===== src/rtl/fifo_pkg.sv =====
// fifo_pkg
// Shared definitions for the async FIFO family: depth derivation and the
// Gray/binary conversions used by both the write-side and read-side pointer
// blocks.
//
// Contents:
//   depth_of(addrsize) - number of words addressed by an addrsize-bit index
//   bin2gray(bin)      - reflected binary Gray encode (up to 32 bits)
//   gray2bin(gray)     - reflected binary Gray decode (up to 32 bits)
//
// Narrower pointers are zero-extended into the 32-bit arguments. The
// conversions are exact for any width, because zero upper bits encode and
// decode to zero upper bits.
package fifo_pkg;

  function automatic int depth_of(input int addrsize);
    return 1 << addrsize;
  endfunction

  function automatic logic [31:0] bin2gray(input logic [31:0] bin);
    return (bin >> 1) ^ bin;
  endfunction

  // Each binary bit is the XOR of its own Gray bit and every Gray bit above it.
  function automatic logic [31:0] gray2bin(input logic [31:0] gray);
    logic [31:0] bin;
    bin = '0;
    for (int i = 0; i < 32; i++) begin
      bin[i] = ^(gray >> i);
    end
    return bin;
  endfunction

endpackage


===== src/rtl/fifo_gray2bin.sv =====
// fifo_gray2bin
// Combinational Gray-to-binary converter of parametrised width. It decodes
// pointers that arrive from the other clock domain in Gray code.
//
// Parameters:
//   WIDTH - pointer width in bits
// Ports:
//   gray  in  WIDTH  Gray-coded value
//   bin   out WIDTH  binary equivalent
module fifo_gray2bin #(
  parameter int WIDTH = 5
) (
  input  logic [WIDTH-1:0] gray,
  output logic [WIDTH-1:0] bin
);

  // XOR prefix from the MSB downward: bin[i] = ^gray[WIDTH-1:i].
  always_comb begin
    bin = '0;
    for (int i = 0; i < WIDTH; i++) begin
      bin[i] = ^(gray >> i);
    end
  end

endmodule


===== src/rtl/fifo_wptr_full_prog.sv =====
// fifo_wptr_full_prog
// Write-side pointer and flag generator for the async FIFO. It keeps the
// binary write address and the Gray write pointer that crosses to the read
// domain. It also derives a registered fill level, full flag, almost-full flag
// (with a runtime threshold), and a sticky overflow flag.
//
// Parameters:
//   ADDRSIZE - address width; FIFO depth is 2**ADDRSIZE (ADDRSIZE >= 2)
// Ports:
//   wclk          in   1           write-domain clock
//   wrst          in   1           synchronous active-high reset
//   winc          in   1           write request
//   wq2_rptr      in   ADDRSIZE+1  read pointer (Gray), already synchronised to wclk
//   afull_thresh  in   ADDRSIZE    almost-full threshold, in free slots
//   wovf_clr      in   1           clears the sticky overflow flag
//   wen           out  1           memory write enable (combinational)
//   waddr         out  ADDRSIZE    binary memory write address
//   wptr          out  ADDRSIZE+1  Gray write pointer
//   wfull         out  1           FIFO full (registered)
//   awfull        out  1           almost full (registered)
//   wlevel        out  ADDRSIZE+1  words held as seen by the write side (registered)
//   woverflow     out  1           sticky: a write was attempted while full
module fifo_wptr_full_prog
  import fifo_pkg::*;
#(
  parameter int ADDRSIZE = 4
) (
  input  logic                wclk,
  input  logic                wrst,
  input  logic                winc,
  input  logic [ADDRSIZE:0]   wq2_rptr,
  input  logic [ADDRSIZE-1:0] afull_thresh,
  input  logic                wovf_clr,
  output logic                wen,
  output logic [ADDRSIZE-1:0] waddr,
  output logic [ADDRSIZE:0]   wptr,
  output logic                wfull,
  output logic                awfull,
  output logic [ADDRSIZE:0]   wlevel,
  output logic                woverflow
);

  localparam int DEPTH = depth_of(ADDRSIZE);
  localparam logic [ADDRSIZE:0] DEPTH_V = (ADDRSIZE+1)'(DEPTH);

  logic [ADDRSIZE:0] wbin;
  logic [ADDRSIZE:0] wbinnext;
  logic [ADDRSIZE:0] wgraynext;
  logic [ADDRSIZE:0] rbin;
  logic [ADDRSIZE:0] level_next;
  logic [ADDRSIZE:0] free_next;

  fifo_gray2bin #(
    .WIDTH(ADDRSIZE + 1)
  ) u_rptr_g2b (
    .gray (wq2_rptr),
    .bin  (rbin)
  );

  assign wen   = winc & ~wfull;
  assign waddr = wbin[ADDRSIZE-1:0];

  // The extra pointer MSB tells full from empty. The modular difference
  // therefore always lands in 0..DEPTH, and the wrap needs no special case.
  always_comb begin
    wbinnext   = wbin + {{ADDRSIZE{1'b0}}, wen};
    wgraynext  = (wbinnext >> 1) ^ wbinnext;
    level_next = wbinnext - rbin;
    free_next  = DEPTH_V - level_next;
  end

  // The pointers, level and flags all update on the same edge. The flags
  // therefore describe exactly the pointer value the read side will see.
  always_ff @(posedge wclk) begin
    if (wrst) begin
      wbin   <= '0;
      wptr   <= '0;
      wlevel <= '0;
      wfull  <= 1'b0;
      awfull <= 1'b0;
    end else begin
      wbin   <= wbinnext;
      wptr   <= wgraynext;
      wlevel <= level_next;
      wfull  <= (level_next == DEPTH_V);
      awfull <= (free_next <= {1'b0, afull_thresh});
    end
  end

  // Overflow is checked before the clear, so that a blocked write in the
  // same cycle as a clear pulse is not lost.
  always_ff @(posedge wclk) begin
    if (wrst) begin
      woverflow <= 1'b0;
    end else if (winc && wfull) begin
      woverflow <= 1'b1;
    end else if (wovf_clr) begin
      woverflow <= 1'b0;
    end
  end

endmodule

===== config.mk =====
export PLATFORM = sky130hd
export DESIGN_NAME = fifo_wptr_full_prog
export DESIGN_NICKNAME = d
export VERILOG_FILES = /design/src/rtl/fifo_pkg.sv /design/src/rtl/fifo_gray2bin.sv /design/src/rtl/fifo_wptr_full_prog.sv
export SDC_FILE = /design/constraint.sdc
export NUM_CORES = 1
export LEC_CHECK = 0
export CAP_MARGIN = 20
export CORE_MARGIN = 8
export CORE_UTILIZATION = 40
export DETAILED_ROUTE_END_ITERATION = 8
export GPL_TIMING_DRIVEN = 0
export MAX_ROUTING_LAYER = met4
export PLACE_DENSITY = 0.71
export REMOVE_ABC_BUFFERS = 1
export SETUP_SLACK_MARGIN = 0.1
export SYNTH_ARGS = -nofsm -noshare
export SYNTH_HDL_FRONTEND = slang
export SYNTH_SLANG_ARGS = --single-unit

===== constraint.sdc =====
create_clock -name wclk -period 3.7 [get_ports wclk]
set_input_delay 0.925 -clock wclk [delete_from_list [all_inputs] [get_ports wclk]]
set_output_delay 0.925 -clock wclk [all_outputs]
set_load 0.005 [all_outputs]

Word level (Yosys, flattened, before mapping). Cells that the tools add are included.

Register bits: 18. Input bits: 13. Logic and storage cells: 23.

Add/subtract/negate cells: 3. Magnitude comparators: 1. Equality and inequality tests: 1. Multiplexer cells: 2. Bitwise operators: 3. Reduce and logical (&&, ||, !) cells: 7.

Operators by type and width (number): 5-bit XOR reduction (5); 5-bit by 1-bit adder with 5-bit output (1); 5-bit equality test, second input constant (1); 5-bit by 4-bit less-or-equal comparator with 1-bit output (1); 5-bit subtractor (1); 5-bit subtractor, first input constant (1); 4-bit by 5-bit XOR with 5-bit output (1); 1-bit 2-to-1 mux (2); 2-bit nonzero test (1); 1-bit AND (1); 1-bit logical AND (1); 1-bit inverter (1).

Depth between registers and ports, before layout.
Word-level depth: 6. Gate-level depth with buffers: 15. Mapped depth without buffers: 15.

Cells and area by module. From an unflattened synthesis, not the netlist that was laid out.

Cell total of the unflattened synthesis: 97. Area, all modules: 963.4 um^2.

By module, submodules not included: fifo_wptr_full_prog (instances 1, cells each 90, area an instance 880.8 um^2); fifo_gray2bin (instances 1, cells each 7, area an instance 82.6 um^2).

Worst setup path after synthesis. OpenSTA, ideal clock, no wires.

Kind: input-to-reg. From: input port winc. To: register awfull. Arrival: 3.661 ns. Required time: 3.614 ns. Setup slack: -0.047 ns. Cell stages on the path: 13. Path through: nor2b_1 ha_1 ha_1 xor2_1 ha_1 or4_1 and2_1 xnor2_1 ha_1 o21a_1 o21ai_0 nand2b_1 a211oi_1.

Longest elaborated chain between the ends: 5.

Ends and longest elaborated chain: start: declaration (line fifo_wptr_full_prog.sv:30) `input logic winc,`; 1-bit AND (line fifo_wptr_full_prog.sv:60) `assign wen = winc & ~wfull;`; 5-bit by 1-bit adder with 5-bit output (line fifo_wptr_full_prog.sv:66) `wbinnext = wbin + {{ADDRSIZE{1'b0}}, wen};`; via wbinnext[2] (line fifo_wptr_full_prog.sv:47) `logic [ADDRSIZE:0] wbinnext;`; 5-bit subtractor (line fifo_wptr_full_prog.sv:68) `level_next = wbinnext - rbin;`; 5-bit subtractor (line fifo_wptr_full_prog.sv:69) `free_next = DEPTH_V - level_next;`; 5-bit by 4-bit less-or-equal comparator with 1-bit output (line fifo_wptr_full_prog.sv:86) `awfull <= (free_next <= {1'b0, afull_thresh});`; end signal: assignment (line fifo_wptr_full_prog.sv:86); end: declaration (line fifo_wptr_full_prog.sv:38) `output logic awfull,`.

The timed path passes the listed nets, and every way through them passes these cells. A chain may end at the register's enable or synchronous reset.

Worst setup path after layout. Same ends and word-level chain as after synthesis.

==> impl_metrics.tcl <==
set metrics [dict create \
    hp-class "reg -> reg" \
    drt_iter0_markers 17 \
    layout_common_cells "clkdlybuf4s50_1, dfxtp_1, nor2_1, buf_4, nor2b_1" \
    whs_path_depth 2 \
    synthDistinctLibCells 31 \
    detail-route-antenna-nets 0 \
    cts_tree "done" \
    die_w_um 66.8 \
    antenna_cells 0 \
    synthCells 111 \
    r2r_setup_slack_ns 0.71 \
    htreeDepth 1 \
    max_slew_margin_pct 55.6 \
    worstSetupEndpoint "awfull" \
    ctsHoldBuffers 0 \
    grt_max_degree 18 \
    cts_num_sinks 17 \
    start_util_pct 42.1 \
    clk_latency_ns 0.28 \
    io_buffers 30 \
    whs_ns 0.476 \
    vias 910 \
    antenna_found_initial 0 \
    crit_fanout 2 \
    area_growth_pct 59.7 \
    coreArea_mm2 0.00245 \
    final_common_cell "clkdlybuf4s50_1" \
    grt_pass1_wl_um 4510 \
    cp-end-kind "register" \
    place_area_mm2 0.00136 \
    fin_crit_sh_pct 94.7 \
    firstDrtPassIters 4 \
    r2r_end "awfull" \
    timing.fmax_mhz 285 \
    cts_made_buffers 3 \
    die_h_um 66.8 \
    setup_viol 0 \
    wirelength_um 2660 \
    num-nets-final 180 \
    max-vdd-ir-drop_uv 377 \
    finalPower_uw 743 \
    cp.required_ns 3.89 \
    avgSynthCellArea_um2 9.31 \
    leakagePower_nw 0.683 \
    ys_warn_count 0 \
    syn_area_mm2 0.00103 \
    grt_pass1_vias 1012 \
    grt_overflow 0 \
    drc 0 \
    synth-seq-cells 17 \
    dp_hpwl_um 1720 \
    min_period_ns 3.51 \
    outcome "completed" \
    fin_cells 184 \
    worstMarginPinSlew_ns 0.664 \
    row_count 18 \
    cts_buffer_depth 2 \
    clk_pin_slew_ns 0.09 \
    cp-startpoint "winc" \
    critPathKind "in -> reg" \
    drive_above_1_share_pct 26.6 \
    ioPinCount 31 \
    dieArea_mm2 0.00447 \
    place_congestion 0.771 \
    yosysSeqAreaShare_pct 32.9 \
    setup_tns_ns 0 \
    stdcell_area_mm2 0.00165 \
    hold_viol 0 \
    r2r_cells 13 \
    cts-root-buf "clkbuf_4" \
    arrival_ns 3.70 \
    startpoint_type "input pin" \
    finalClockSkew_ns 0.00362 \
    dpl.cell_count 169 \
    slew_violations 0 \
    viasPerCell 4.95 \
    r2r_start "wfull" \
    maxCapViolCount 0 \
    drt-wirelength-per-cell_um 14.5 \
    grt_setup_unrepaired "no" \
    power_density_mw_per_mm2 450 \
    grt.total_usage_pct 13.3 \
]
## stage by stage
step                setup WS [ns]  util [%]
floorplan                 -0.0466         -
CTS                         0.109      66.5
global placement           -0.794      55.5
detailed placement         -0.849      55.5
global route               0.0942      67.2
finish                      0.194      67.2
## report_power, final
part | switching (mW) | total, mW | leakage (nW) | internal (mW)
combinational | 0.189 | 0.428 | 0.528 | 0.240
clock | 0.0541 | 0.0959 | 0.0150 | 0.0418
sequential | 0.0101 | 0.219 | 0.139 | 0.209
## worst max-delay path, cell delays in order
cell and delay [ns]:
clkdlybuf4s15_1 0.19, nor2b_4 0.16, ha_4 0.17, ha_4 0.17
xor2_4 0.19, ha_4 0.23, or4_4 0.53, and2_4 0.19
xnor2_2 0.13, ha_1 0.30, o21a_1 0.11, o21ai_1 0.13
nand2b_1 0.08, a211oi_2 0.19
## state kept, by name, indices dropped and copies added, names as in the netlist
| name | count |
|---|---|
| awfull | 1 |
| wlevel | 5 |
| wfull | 1 |
| wptr | 5 |
| woverflow | 1 |
| wbin | 4 |
## repair_timing
action	4_1_cts	5_1_grt
setup buffers	9	2
pin swaps	15	11
resized for setup	38	10
cloned	0	0
endpoints found under the hold margin	0	0
setup endpoints to repair	2	1
## how the worst min path moves through the flow
stage           endpoint      start
4_1_cts        woverflow  woverflow
3_5_place_dp   woverflow      wfull
2_1_floorplan  woverflow  woverflow
5_1_grt        woverflow  woverflow
6_report       woverflow  woverflow
3_3_place_gp   woverflow  woverflow
## logic make-up after synthesis
logic type / Yosys count / synth area share, %
xor gates and xnor gates: 17 / 15.9
DFF: 17 / 32.9
and+or+nand+nor: 42 / 22.9
adders and majority gates: 12 / 14.5
buffers and inverters: 9 / 3.39
AOI/OAI and AO/OA: 13 / 9.44
muxes: 1 / 0.969
## layer usage
| metal | vias up | wire [um] | global-route usage (%) |
|---|---|---|---|
| met3 | 10 | 125 | 1.85 |
| li1 | 464 | - | - |
| met4 | 0 | 83 | 9.07 |
| met5 | - | 0 | - |
| met1 | 414 | 1070 | 13.6 |
| met2 | 22 | 1380 | 22.9 |
## area by class of cell
cell class	count	area [um^2]
tap	30	37.5
clock buffer	4	26.3
multi-input combinational	85	857
fill	194	805
sequential	17	340
timing repair buffer	41	363
inverter	7	26.3
## synth_stat cells
cell        n  area share [%]
dfxtp_1    17              33
ha_1       12              15
nor2_1     11             4.0
nor2b_1    11             6.7
xnor2_1     9             7.6
inv_1       7             2.5
xor2_1      6             5.1
a21oi_1     4             1.9
nand2_1     4             1.5
nor3b_1     3             2.2
and2_1      2             1.2
nand2b_1    2             1.2
nand3_1     2            0.97
nand3b_1    2             1.5
o31ai_1     2             1.5
xnor2_2     2             3.1
a2111oi_0   1            0.85
a2111oi_2   1             1.5
a211oi_1    1            0.73
a21oi_2     1            0.85
and3b_1     1            0.85
buf_2       1            0.48
clkbuf_1    1            0.36
mux2i_1     1            0.97
nand4_1     1            0.61
nor3_1      1            0.48
o211a_1     1            0.97
o21a_1      1            0.73
o21ai_0     1            0.48
or4_1       1            0.73
or4_4       1             1.1
Power figures use the tool's default switching activity.
